==> src/rtl/riscv_core_pkg.sv <==
// Shared types and constants for the RV32I core pipeline.
package riscv_core_pkg;

  localparam int          XLEN      = 32;
  localparam logic [31:0] NOP_INSTR = 32'h0000_0013;  // addi x0,x0,0

  typedef enum logic {
    RUN  = 1'b0,
    HALT = 1'b1
  } fetch_state_t;

endpackage

==> src/rtl/fetch_if_id_reg.sv <==
// IF/ID pipeline register: flush beats enable, and flush keeps the PC fields.
module fetch_if_id_reg
  import riscv_core_pkg::*;
#(
  parameter logic [XLEN-1:0] NOP = riscv_core_pkg::NOP_INSTR
) (
  input  logic            clk,
  input  logic            reset,
  input  logic            en_i,
  input  logic            flush_i,
  input  logic [XLEN-1:0] instr_i,
  input  logic [XLEN-1:0] pc_i,
  input  logic [XLEN-1:0] pc_plus4_i,
  output logic            valid_o,
  output logic [XLEN-1:0] instr_o,
  output logic [XLEN-1:0] pc_o,
  output logic [XLEN-1:0] pc_plus4_o
);

  logic            valid_q;
  logic [XLEN-1:0] instr_q, pc_q, pc_plus4_q;

  always_ff @(posedge clk) begin
    if (reset) begin
      valid_q    <= 1'b0;
      instr_q    <= NOP;
      pc_q       <= '0;
      pc_plus4_q <= '0;
    end else if (flush_i) begin
      valid_q <= 1'b0;
      instr_q <= NOP;
    end else if (en_i) begin
      valid_q    <= 1'b1;
      instr_q    <= instr_i;
      pc_q       <= pc_i;
      pc_plus4_q <= pc_plus4_i;
    end
  end

  assign valid_o    = valid_q;
  assign instr_o    = instr_q;
  assign pc_o       = pc_q;
  assign pc_plus4_o = pc_plus4_q;

endmodule

==> src/rtl/fetch_stage.sv <==
// Instruction fetch: PC register, next-PC selection, range/alignment checks
// and the RUN/HALT fault machine feeding the IF/ID register.
module fetch_stage
  import riscv_core_pkg::*;
#(
  parameter logic [XLEN-1:0] RESET_PC   = 32'h0000_0000,
  parameter int              IMEM_WORDS = 1024,
  parameter logic [XLEN-1:0] NOP_INSTR  = riscv_core_pkg::NOP_INSTR
) (
  input  logic            clk,
  input  logic            reset,
  output logic [XLEN-1:0] imem_addr,
  input  logic [XLEN-1:0] imem_rdata,
  input  logic            stall,
  input  logic            redirect_valid,
  input  logic [XLEN-1:0] redirect_target,
  output logic            id_valid,
  output logic [XLEN-1:0] id_instr,
  output logic [XLEN-1:0] id_pc,
  output logic [XLEN-1:0] id_pc_plus4,
  output logic            fetch_fault
);

  localparam logic [XLEN-1:0] PC_LIMIT = XLEN'(IMEM_WORDS * 4);

  fetch_state_t    state_q;
  logic [XLEN-1:0] pc_q, pc_plus4;
  logic            fault_q;
  logic            run, tgt_bad, fault_now, flush, en;

  assign pc_plus4  = pc_q + 32'd4;
  assign run       = (state_q == RUN);
  assign tgt_bad   = (redirect_target[1:0] != 2'b00) || (redirect_target >= PC_LIMIT);
  // A legal redirect away from an out-of-range PC is not a fault.
  assign fault_now = run && (redirect_valid ? tgt_bad : (pc_q >= PC_LIMIT));
  assign flush     = run && (fault_now || redirect_valid);
  assign en        = run && !stall;

  always_ff @(posedge clk) begin
    if (reset) begin
      state_q <= RUN;
      pc_q    <= RESET_PC;
      fault_q <= 1'b0;
    end else begin
      case (state_q)
        RUN: begin
          if (fault_now) begin
            state_q <= HALT;
            fault_q <= 1'b1;
          end else if (redirect_valid) begin
            pc_q <= redirect_target;
          end else if (!stall) begin
            pc_q <= pc_plus4;
          end
        end
        HALT: ;
        default: state_q <= HALT;
      endcase
    end
  end

  fetch_if_id_reg #(.NOP(NOP_INSTR)) u_if_id (
    .clk        (clk),
    .reset      (reset),
    .en_i       (en),
    .flush_i    (flush),
    .instr_i    (imem_rdata),
    .pc_i       (pc_q),
    .pc_plus4_i (pc_plus4),
    .valid_o    (id_valid),
    .instr_o    (id_instr),
    .pc_o       (id_pc),
    .pc_plus4_o (id_pc_plus4)
  );

  assign imem_addr   = pc_q;
  assign fetch_fault = fault_q;

endmodule

==> config.mk <==
export PLATFORM = sky130hd
export DESIGN_NAME = fetch_stage
export DESIGN_NICKNAME = d
export VERILOG_FILES = /design/src/rtl/riscv_core_pkg.sv /design/src/rtl/fetch_if_id_reg.sv /design/src/rtl/fetch_stage.sv
export SDC_FILE = /design/constraint.sdc
export NUM_CORES = 1
export LEC_CHECK = 0
export CORE_MARGIN = 4
export CORE_UTILIZATION = 45
export DETAILED_ROUTE_END_ITERATION = 10
export PLACE_DENSITY = 0.84
export SKIP_CTS_REPAIR_TIMING = 1
export SYNTH_ARGS = -nofsm -noshare
export SYNTH_HDL_FRONTEND = slang
export SYNTH_SLANG_ARGS = --single-unit
==> constraint.sdc <==
create_clock -name clk -period 3.2 [get_ports clk]
set_input_delay 0.32 -clock clk [delete_from_list [all_inputs] [get_ports clk]]
set_output_delay 0.32 -clock clk [all_outputs]
set_load 0.02 [all_outputs]
# Word-level counts from Yosys, hierarchy flattened
# Index checks and enable logic that the tools add are counted.
# totals
regBits,131
input_bits,68
out_inout_bits,130
# op_classes
add_sub_neg,1
magnitude_cmp,2
eq_ne,1
n_mux,5
n_bitwise,3
reduce_logical,11
# op_table
cell,n
">= comparator 32 x 13 -> 1 bit, second input constant",2
2-to-1 mux 32 bit,2
"adder 32 x 3 -> 32 bit, second input constant",1
AND reduction 2 bit,2
logical AND 1 bit,3
2-to-1 mux 1 bit,3
NOT 1 bit,3
AND reduction 3 bit,1
logical OR 1 bit,2
"inequality test 2 x 1 -> 1 bit, second input constant",1
nonzero test 2 bit,1
OR reduction 2 bit,1
logical NOT 1 bit,1

# Longest topological paths before layout
# Gate-level depths: netlist of run 1.
# depth
word_depth,8
mapped_depth,7
depth_no_buf,6

# Cells and area by module
# A second synthesis of run 1 with hierarchy kept.
# unflattened
hier_cells,630
hier_area_um2,6175.9
# modules_own_cells
module,n_inst,cells_each,area_each_um2,seq_area_each_um2
fetch_if_id_reg,1,400,4171.5,1941.9
fetch_stage,1,230,2004.4,680.7

# Least setup slack after synthesis of run 1
# Ideal clock, no wire load.
# synth_path
path_type,register to register
from,"register pc_q[2], in the netlist imem_addr[2]"
to,"register pc_q[12], in the netlist imem_addr[12]"
arrival_time_ns,1.771
required_ns,3.104
setup_slack_ns,1.333
path_stages_with_launch,7
n_path_buf,0
synth_period_minus_slack_ns,1.867
path_cell_list,dfxtp_1 -> ha_1 -> nand3_1 -> nor3_1 -> xor2_1 -> nor2_1 -> o41ai_2
# synth_via
elab_chain_len,5
elab_cells_between_ends,8
cone_classes,1 x add/sub; 1 x order compare; 3 x mux; 1 x bitwise; 2 x reduce/logical
# synth_lines
element,line,source
"start, declared",fetch_stage.sv:27,"logic [XLEN-1:0] pc_q, pc_plus4;"
"start signal, assigned",fetch_stage.sv:51,pc_q <= redirect_target;
"start signal, assigned",fetch_stage.sv:53,pc_q <= pc_plus4;
>= comparator 32 x 13 -> 1 bit,fetch_stage.sv:35,assign fault_now = run && (redirect_valid ? tgt_bad : (pc_q >= PC_LIMIT));
2-to-1 mux 1 bit,fetch_stage.sv:35,
logical AND 1 bit,fetch_stage.sv:35,
NOT 1 bit (no line),--,
AND reduction 3 bit (no line),--,
# Several ways; a longest one is shown, not always the timed one. The select of a mux whose other input is x is not followed.
# A chain may end at the register's enable or synchronous reset.

# Worst setup path after layout of run 1
# layout_path
from,register state_q
to,"register pc_q[23], in the netlist imem_addr[23]"
# layout_via
elab_chain_len,4
# layout_lines
element,line,source
"start, declared",fetch_stage.sv:26,fetch_state_t state_q;
"start signal, assigned",fetch_stage.sv:41,state_q <= RUN;
"start signal, assigned",fetch_stage.sv:48,state_q <= HALT;
"start signal, assigned",fetch_stage.sv:57,default: state_q <= HALT;
NOT 1 bit (no line) *,--,
logical AND 1 bit,fetch_stage.sv:35,
NOT 1 bit (no line),--,
AND reduction 3 bit (no line) *,--,
# Mark *: on every way between the ends. The rest lies on a longest branch, timed or not.

==> run summary, run 1 <==
### Global routing
- total global-route track usage: 22.65%
- number of antenna violations at the first check in global routing: 0
- total overflow reported by the global router: 0
- global-route wire length before repair: 20920 um
- largest net degree at the start of global routing: 40
- vias in the first global route: 4111

### Floorplan
- Core Region: 9910 um2
- Die Footprint: 11960 um2
- initial core utilization: 46.67%
- I/O pin cnt: 198
- Die Height: 109.4 um
- die extent in x: 109.4 um
- num rows: 36

### Critical path
- Critical Path End Type: register
- critical path startpoint category: register
- worst endpoint required time: 3650 ps
- CP max stage cell: sky130_fd_sc_hd__a21oi_1
- Top delay family on crit path: compound AO/OA/AOI/OAI gates
- Buf+Inv Stages, Crit Path: 0
- ordered cell list for the critical path: and3b_1 -> a22o_1 -> a21oi_1 -> and2_1
- largest driver fanout on the critical path: 20
- number of stages on the worst setup path: 4
- Reg2Reg Setup Slack: 970 ps
- CP Class: register to register
- Arr. time, crit path: 2680 ps
- terminus of the critical flop-to-flop path: imem_addr[23]
- launch point of the worst reg-to-reg path: state_q
- maximum cell stage delay along the critical path: 920 ps
- Worst Reg2Reg Path Length in Cells: 4

### Yosys
- sequential cell area fraction in the yosys report: 55.84%
- cell type with the highest aggregate area in the netlist: sky130_fd_sc_hd__dfxtp_1
- count of cell types in the netlist: 51
- most frequently used cell type in the post-synthesis netlist: sky130_fd_sc_hd__dfxtp_1
- Netlist Area Pre-Place: 4624 um2
- Primary FF master, synth: sky130_fd_sc_hd__dfxtp_1
- mean instance size in the synthesized netlist: 9.574 um2
- cell types with the largest area share after synthesis: sky130_fd_sc_hd__dfxtp_1 56%, sky130_fd_sc_hd__and2_1 8.1%, sky130_fd_sc_hd__nand2_1 6.1%
- async set or reset register ratio after synthesis: 0%
- number of enable flip-flop cells after synthesis: 0
- Synth Instances: 483
- Synthesized Nets: 553
- Post-synth top cells: 129 x sky130_fd_sc_hd__dfxtp_1, 75 x sky130_fd_sc_hd__nand2_1, 60 x sky130_fd_sc_hd__and2_1
- Seq cells post-synth: 129
- count of yosys warnings during synthesis: 0
- area share of the largest cell type after synthesis: 55.84%

### Hold path
- worst min-delay path class: primary input to register
- instance count along the most critical hold path: 3
- source of the worst hold timing path: imem_rdata[7]
- Hold Path Sink: u_if_id.instr_o[7]

### STA
- Clock Skews: 6.784 ps
- Final TNS setup: 0 ps
- pins over their slew limit: 0
- fraction of the cycle the final worst path needs: 69.70%
- transition time at the pin with the least slew margin: 1129 ps
- fmax: 448.4 MHz
- Min Clock Period, post-route: 2230 ps
- Hold Fails Final Rpt: 0
- setup repair after global routing missed its margin: false
- endpoints failing setup: 0
- worst max-slew margin expressed relative to the limit: 24.67%

### Route
- post-detailed-route DRC marker count: 0
- first-pass iteration count of the detailed router: 6
- total number of vias: 4105
- Post-Route WL: 13060 um
- count of antenna-violating nets left after detailed routing: 0
- via density per instance: 5.024
- initial drt markers: 195
- average wire per cell in the routed design: 15.98 um

### Status
- result of the run: finished clean

### Clock tree
- Clock Latency Late Sink: 510 ps
- post-CTS clock slew at the launch and capture registers of the worst setup and hold paths: 60 ps
- Inserted Clock Buffers: 17
- htree depth: 4
- clock root buffer master: sky130_fd_sc_hd__clkbuf_8
- TritonCTS clock tree: done
- Max clock buf depth: 2
- number of sinks driven by the clock tree: 129

### Power and ir drop
- Pwr Total: 3951 uW
- Lkg Pwr: 0.002676 uW
- IR Drop Worst-Case VDD: 0.3389 mV
- PD cells: 547.4 nW/um2

### Job
- count of max-cap constraint violations: 0

### Cells and area
- layout cells sized above 1: 7.310%
- synth-to-layout area growth: 56.09%
- Antenna Cells: 0
- net total in the final layout: 741

### Placement
- detailed placement HPWL: 9404 um
- Port Buffers: 197
- final weighted congestion in routability-driven placement: 0.9144

[cell type report]
| type | count | area (um2) |
|---|---|---|
| timing repair buffer | 203 | 2017 |
| clock buffer | 19 | 431.7 |
| fill | 738 | 2691 |
| inverter | 6 | 22.52 |
| tap | 133 | 166.4 |
| sequential | 129 | 2582 |
| multi-input combinational | 314 | 1838 |
| clock inverter | 13 | 160.2 |
[layout by cell type (no fill, tap or decap), types with 2 or more instances in the layout]
cell and count:
sky130_fd_sc_hd__a211oi_1 3, sky130_fd_sc_hd__a211oi_2 4, sky130_fd_sc_hd__a21oi_1 43, sky130_fd_sc_hd__and2_1 60, sky130_fd_sc_hd__and3b_1 2, sky130_fd_sc_hd__and4_1 2
sky130_fd_sc_hd__buf_4 6, sky130_fd_sc_hd__bufinv_16 3, sky130_fd_sc_hd__clkbuf_16 16, sky130_fd_sc_hd__clkbuf_8 2, sky130_fd_sc_hd__clkdlybuf4s50_1 197, sky130_fd_sc_hd__clkinv_2 3
sky130_fd_sc_hd__clkinvlp_4 5, sky130_fd_sc_hd__dfxtp_1 129, sky130_fd_sc_hd__ha_1 2, sky130_fd_sc_hd__inv_1 6, sky130_fd_sc_hd__inv_6 2, sky130_fd_sc_hd__mux2i_1 16
sky130_fd_sc_hd__nand2_1 75, sky130_fd_sc_hd__nand2b_1 3, sky130_fd_sc_hd__nand3_1 3, sky130_fd_sc_hd__nand3b_1 3, sky130_fd_sc_hd__nand4_1 2, sky130_fd_sc_hd__nor2_1 35
sky130_fd_sc_hd__nor2_2 2, sky130_fd_sc_hd__nor2b_1 2, sky130_fd_sc_hd__nor3_1 5, sky130_fd_sc_hd__nor4_1 6, sky130_fd_sc_hd__nor4_2 3, sky130_fd_sc_hd__o2111ai_1 2
sky130_fd_sc_hd__o211ai_1 4, sky130_fd_sc_hd__o21a_1 2, sky130_fd_sc_hd__o21ai_0 6, sky130_fd_sc_hd__o32ai_1 2, sky130_fd_sc_hd__xnor2_1 5, sky130_fd_sc_hd__xor2_1 4
[state kept, by name, indices dropped and copies added (netlist names)]
| register | count |
|---|---|
| imem_addr | 32 |
| u_if_id.instr_o | 32 |
| u_if_id.pc_plus4_o | 32 |
| u_if_id.pc_o | 30 |
| fetch_fault | 1 |
| state_q | 1 |
| u_if_id.valid_o | 1 |
[layer usage]
layer	wire (um)	vias to the layer above	GRT usage, %
met3	1060	29	7.986
met5	0	-	0
li1	-	1986	-
met2	6301	180	36.75
met4	328	0	9.706
met1	5367	1910	27.23
[power breakdown]
part	internal (uW)	switching [uW]
clock	1210	704
sequential	1640	30.8
combinational	181	186
total	3030	922
[worst min-delay path: cells and delay by family]
kind                   cells  cell delay [ps]
buffers and inverters      1              390
and+or+nand+nor            1               50
AOI/OAI and AO/OA          1               50
[worst max-delay path by stage]
stage | startpoint | endpoint | slack (ps)
finish | state_q | imem_addr[23] | 970
global route | state_q | imem_addr[31] | 740
CTS | state_q | imem_addr[23] | 970
detailed placement | redirect_valid | imem_addr[23] | 540
global placement | redirect_valid | imem_addr[16] | 670
floorplan | imem_addr[2] | imem_addr[12] | 1330
[cell families (layout without fill, tap and decap cells)]
group | after synthesis | count (layout) | synth area share [%]
buf+inv | 40 | 241 | 4.545
flops | 129 | 129 | 55.84
mux | 16 | 16 | 3.463
fa+ha+maj | 2 | 2 | 0.5410
compound gates | 76 | 76 | 10.47
xor+xnor | 9 | 9 | 1.704
simple gates | 211 | 211 | 23.43
[through the flow]
stage                     hold slack, ps  cells  setup slack (ps)  utilization, %  instance area, um2
after floorplan                    443.9    483              1333               -                4624
after global placement             441.0    785             668.2           66.87                6626
after detailed placement           443.1    785             542.8           66.87                6626
after CTS                          327.4    817             966.2           72.84                7218
after global routing               344.2    817             743.2           72.84                7218
final                              356.6    817             969.7           72.84                7218
No activity file was read; power rests on OpenSTA's default activity.
==> run 2: changes to the inputs <==
- CORE_UTILIZATION: 45 -> 42
- PLACE_DENSITY: 0.84 -> 0.8
- clock period: 3.2 -> 2.07 ns (I/O delays scaled with it)
==> run 2 against run 1 <==
  * Utilization is 4.0 points lower
  * Clock-buffer cell count up 1
  * Die area up 6.6%
  * Final cell count increased by 3.3%
  * Via count rose by 1.2%
  * Sequential cell count unchanged
  * Clock power grew 55%
  * Setup slack worse by 840 ps
  * Register-to-register slack got worse by 790 ps
  * Global-route usage is 1.7 points lower
  * Non-clock buffer count up 20
  * Critical path type is now register to primary output
  * Largest cell class unchanged
==> run summary, run 2 (same netlist as run 1, synthesis figures left out) <==
### Route
- total number of vias: 4154
- via density per instance: 4.922
- Post-Route WL: 13600 um
- average wire per cell in the routed design: 16.12 um
- first-pass iteration count of the detailed router: 4
- post-detailed-route DRC marker count: 0
- count of antenna-violating nets left after detailed routing: 0
- initial drt markers: 200

### Floorplan
- initial core utilization: 42.85%
- I/O pin cnt: 198
- Core Region: 10790 um2
- Die Height: 112.9 um
- Die Footprint: 12750 um2
- die extent in x: 112.9 um
- num rows: 38

### Critical path
- Arr. time, crit path: 1730 ps
- launch point of the worst reg-to-reg path: imem_addr[12]
- terminus of the critical flop-to-flop path: u_if_id.pc_o[10]
- CP Class: register to primary output
- Critical path destination: imem_addr[2]
- Reg2Reg Setup Slack: 180 ps
- largest driver fanout on the critical path: 5
- start point of the critical path: imem_addr[2]
- critical path startpoint category: register
- worst endpoint required time: 1860 ps
- Critical Path End Type: primary output
- Worst Reg2Reg Path Length in Cells: 6

### STA
- endpoints failing setup: 0
- Min Clock Period, post-route: 1939 ps
- fraction of the cycle the final worst path needs: 93.65%
- Clock Skews: 6.918 ps
- fin worst setup slack: 131.4 ps
- worst-case hold slack: 246.7 ps
- worst max-slew margin expressed relative to the limit: 52.58%
- transition time at the pin with the least slew margin: 709.7 ps
- pins over their slew limit: 0
- fmax: 515.8 MHz
- Hold Fails Final Rpt: 0

### Placement
- pre-CTS worst setup slack: -250.6 ps
- placed instance area: 6790 um2
- detailed placement HPWL: 9818 um
- Port Buffers: 197
- final weighted congestion in routability-driven placement: 0.8491

### Cells and area
- Antenna Cells: 0
- most common cell after layout, fill and taps aside: sky130_fd_sc_hd__clkdlybuf4s50_1
- most frequent cells in the layout: 197 x sky130_fd_sc_hd__clkdlybuf4s50_1, 129 x sky130_fd_sc_hd__dfxtp_1, 75 x sky130_fd_sc_hd__nand2_1, 60 x sky130_fd_sc_hd__and2_1, 43 x sky130_fd_sc_hd__a21oi_1
- synth-to-layout area growth: 60.55%
- net total in the final layout: 761
- cell area after layout: 7425 um2
- layout cells sized above 1: 10.09%

### Clock tree
- Inserted Clock Buffers: 17
- TritonCTS clock tree: done
- Clock Latency Late Sink: 510 ps
- number of sinks driven by the clock tree: 129
- clock root buffer master: sky130_fd_sc_hd__clkbuf_8
- Max clock buf depth: 2
- htree depth: 4
- post-CTS clock slew at the launch and capture registers of the worst setup and hold paths: 60 ps

### Global routing
- number of antenna violations at the first check in global routing: 0
- vias in the first global route: 4236
- total global-route track usage: 20.98%
- largest net degree at the start of global routing: 40
- total overflow reported by the global router: 0
- global-route wire length before repair: 21440 um

### Power and ir drop
- PD cells: 830.1 nW/um2
- Lkg Pwr: 0.002803 uW
- IR Drop Worst-Case VDD: 0.5896 mV

### Hold path
- worst min-delay path class: primary input to register

### Job
- count of max-cap constraint violations: 0

### Status
- result of the run: finished clean

## run 2: cell type report
cell class | count | area, um2
Clock buffer | 20 | 435.4
Sequential cell | 129 | 2582
Timing Repair Buffer | 223 | 2187
Tap cell | 140 | 175.2
Inverter | 6 | 22.52
Clock inverter | 12 | 158.9
Multi-Input combinational cell | 314 | 1863
Fill cell | 850 | 3368
## run 2: per-stage QoR
stage / util, % / power, uW / instances / TNS [ps]
2_1_floorplan: - / 2916 / 483 / 0
3_3_place_gp: 62.91 / 3230 / 811 / -10080
3_5_place_dp: 62.91 / 3242 / 811 / -15550
4_1_cts: 68.42 / 6211 / 843 / -940.6
5_1_grt: 68.79 / 6393 / 844 / -8.016
6_report: 68.79 / 6163 / 844 / 0
## run 2: worst max-delay path, stage by stage (launching register included)
cell and delay (ps):
sky130_fd_sc_hd__dfxtp_1 440, sky130_fd_sc_hd__buf_4 180, sky130_fd_sc_hd__clkdlybuf4s50_1 600
## run 2: routing by layer
metal  track usage, %  vias up  wire length (um)
li1                 -     2026                 -
met1            24.01     1919              5443
met2            34.60      180              6479
met3            8.824       29              1338
met4            8.654        0               341
met5                0        -                 0
## run 2: how the worst min path moves through the flow
stage                             endpoint  depth (start not counted)              startpoint  slack (ps)
global placement               fetch_fault                          2             fetch_fault         440
floorplan               u_if_id.instr_o[0]                          2           imem_rdata[0]         330
detailed placement  u_if_id.pc_plus4_o[24]                          1  u_if_id.pc_plus4_o[24]         440
finish                 u_if_id.instr_o[12]                          3          imem_rdata[12]         250
CTS                     u_if_id.instr_o[5]                          3           imem_rdata[5]         220
global route            u_if_id.instr_o[5]                          3           imem_rdata[5]         220
## run 2: where the power goes
group / switching [uW] / internal, uW
Sequential: 39.7 / 2540
Clock: 1090 / 1870
Combinational: 309 / 308
==> run 3: changes to the inputs <==
- CORE_UTILIZATION: 42 -> 45
- PLACE_DENSITY: 0.8 -> 0.78
- SKIP_LAST_GASP: default -> 1
- SYNTH_HIERARCHICAL: default -> 1
==> run 3 against run 2 <==
  * Maximum frequency fell by 2.5%
  * Hold slack got worse by 39 ps
  * Synthesized cell count rose by 30%
  * Final area rose by 24%
  * Total power rose by 2.3%
  * Die area rose by 23%
  * Non-clock buffer count rose by 40
  * Clock-buffer cell count fell by 3
  * Critical path depth rose by 4
  * Sequential share of layout area fell by 6.2 points
  * Critical path type is now register to register
  * Largest cell class is now multi-input gates
  * Largest power group unchanged
==> run summary, run 3 <==
### Cells and area
- synth-to-layout area growth: 48.58%
- cell area after layout: 9176 um2
- layout cells sized above 1: 16.17%
- net total in the final layout: 929
- most common cell after layout, fill and taps aside: sky130_fd_sc_hd__clkdlybuf4s50_1
- most frequent cells in the layout: 196 x sky130_fd_sc_hd__clkdlybuf4s50_1, 131 x sky130_fd_sc_hd__dfxtp_1, 65 x sky130_fd_sc_hd__nand2b_1, 64 x sky130_fd_sc_hd__nand4bb_1, 63 x sky130_fd_sc_hd__buf_4
- Antenna Cells: 0
- number of cells in the finished layout apart from fillers: 1048

### Yosys
- sequential cell area fraction in the yosys report: 42.46%
- cell type with the highest aggregate area in the netlist: sky130_fd_sc_hd__dfxtp_1
- async set or reset register ratio after synthesis: 0%
- Primary FF master, synth: sky130_fd_sc_hd__dfxtp_1
- area share of the largest cell type after synthesis: 42.46%
- cell types with the largest area share after synthesis: sky130_fd_sc_hd__dfxtp_1 42%, sky130_fd_sc_hd__nand4bb_1 12%, sky130_fd_sc_hd__nand2b_1 6.6%
- Post-synth top cells: 131 x sky130_fd_sc_hd__dfxtp_1, 65 x sky130_fd_sc_hd__nand2b_1, 64 x sky130_fd_sc_hd__nand4bb_1
- most frequently used cell type in the post-synthesis netlist: sky130_fd_sc_hd__dfxtp_1
- count of yosys warnings during synthesis: 6
- Synthesized Nets: 700
- mean instance size in the synthesized netlist: 9.803 um2
- count of cell types in the netlist: 57
- number of enable flip-flop cells after synthesis: 0
- Synth Instances: 630
- Seq cells post-synth: 131
- Netlist Area Pre-Place: 6176 um2

### Hold path
- worst min-delay path class: primary input to register

### Placement
- final weighted congestion in routability-driven placement: 0.8767
- count of placed standard cells including taps: 1015
- placed instance area: 8573 um2
- Port Buffers: 197
- detailed placement HPWL: 13680 um

### STA
- pins over their slew limit: 0
- worst max-slew margin expressed relative to the limit: 70.80%
- Final TNS setup: 0 ps
- endpoints failing setup: 0
- transition time at the pin with the least slew margin: 436.0 ps
- Min Clock Period, post-route: 1989 ps
- fmax: 502.8 MHz
- worst-case hold slack: 207.7 ps
- Clock Skews: 8.069 ps
- fraction of the cycle the final worst path needs: 96.07%
- Hold Fails Final Rpt: 0
- setup repair after global routing missed its margin: true

### Critical path
- CP Class: register to register
- worst endpoint required time: 2410 ps
- Arr. time, crit path: 2330 ps
- largest driver fanout on the critical path: 30
- critical path startpoint category: register
- Critical Path End Type: register

### Clock tree
- Max clock buf depth: 2
- post-CTS clock slew at the launch and capture registers of the worst setup and hold paths: 60 ps
- Clock Latency Late Sink: 410 ps
- clock root buffer master: sky130_fd_sc_hd__clkbuf_16
- TritonCTS clock tree: done
- htree depth: 4
- Inserted Clock Buffers: 17
- number of sinks driven by the clock tree: 131

### Job
- count of max-cap constraint violations: 0

### Floorplan
- Die Height: 125.2 um
- die extent in x: 125.2 um
- I/O pin cnt: 198
- num rows: 42
- Die Footprint: 15660 um2
- initial core utilization: 46.27%
- Core Region: 13350 um2

### Power and ir drop
- Pwr Total: 6305 uW
- PD cells: 687.1 nW/um2
- Lkg Pwr: 0.003344 uW
- IR Drop Worst-Case VDD: 0.5041 mV

### Global routing
- number of antenna violations at the first check in global routing: 0
- total global-route track usage: 23.42%
- vias in the first global route: 5803
- largest net degree at the start of global routing: 45
- global-route wire length before repair: 30120 um
- total overflow reported by the global router: 0

### Route
- initial drt markers: 338
- Post-Route WL: 18700 um
- average wire per cell in the routed design: 17.84 um
- post-detailed-route DRC marker count: 0
- total number of vias: 5622
- via density per instance: 5.365
- first-pass iteration count of the detailed router: 5
- count of antenna-violating nets left after detailed routing: 0

### Status
- result of the run: finished clean

## run 3: cell types whose count changed in the layout (fill, tap and decap cells not counted), sizes merged, moves of 19 or more
cell,before,now
nand4bb,0,64
nand2b,3,65
nand2,75,15
o21ai,8,68
and2,60,18
buf,26,67
a21oi,43,15
mux2i,16,35
## run 3: where the power goes
group / internal (uW) / switching [uW] / leakage [uW]
Combinational: 400 / 376 / 0.00200
Clock: 1780 / 1140 / 0.000280
Sequential: 2570 / 35.2 / 0.00106
Total: 4750 / 1550 / 0.00334
## run 3: cell families (layout without fill, tap and decap cells)
family                   count (synthesis)  count (layout)  synth area share, %
AND/OR/NAND/NOR                        266             266                30.47
flip-flops                             131             131                42.46
buffers and inverters                   65             307                6.402
adder cells (fa/ha/maj)                  2               2               0.4051
XOR/XNOR                                27              27                3.829
AO/OA/AOI/OAI                          104             104                10.76
multiplexers                            35              35                5.673
## run 3: worst paths after layout
path | startpoint | to | slack [ps] | depth (start not counted)
max | imem_addr[14] | u_if_id/instr_o[2] | 80 | 6
max reg2reg | imem_addr[14] | u_if_id/instr_o[2] | 80 | 6
min reg2reg | u_if_id/pc_o[16] | u_if_id/pc_o[16] | 460 | 2
min | reset | state_q | 210 | 2
## run 3: worst max-delay path, stage by stage (launching register included)
cell and delay, ps:
sky130_fd_sc_hd__dfxtp_1 310, sky130_fd_sc_hd__or4_4 540, sky130_fd_sc_hd__nor3_4 240, sky130_fd_sc_hd__a21oi_4 100, sky130_fd_sc_hd__buf_12 170, sky130_fd_sc_hd__or2_4 380
sky130_fd_sc_hd__nor2_1 160
## run 3: layout make-up
| class | count | area, um2 |
|---|---|---|
| tap | 176 | 220.2 |
| timing repair buffer | 263 | 2515 |
| inverter | 12 | 45.04 |
| fill | 1080 | 4172 |
| sequential | 131 | 2623 |
| multi-input combinational | 434 | 3189 |
| clock buffer | 17 | 425.4 |
| clock inverter | 15 | 158.9 |
## run 3: per-layer routing
metal	part of all wire, %	vias up	GRT usage, %
li1	-	2686	-
met1	43	2673	28.84
met2	48	237	39.45
met3	7.1	26	6.525
met4	1.7	0	8.227
met5	0	-	0
## run 3: metrics by stage
stage                     utilization (%)  worst slack (ps)
after detailed placement            64.23            -145.9
after floorplan                         -             10.28
after global placement              64.23            -53.22
after global routing                68.75            -17.42
after CTS                           68.61             35.40
final                               68.75             81.26
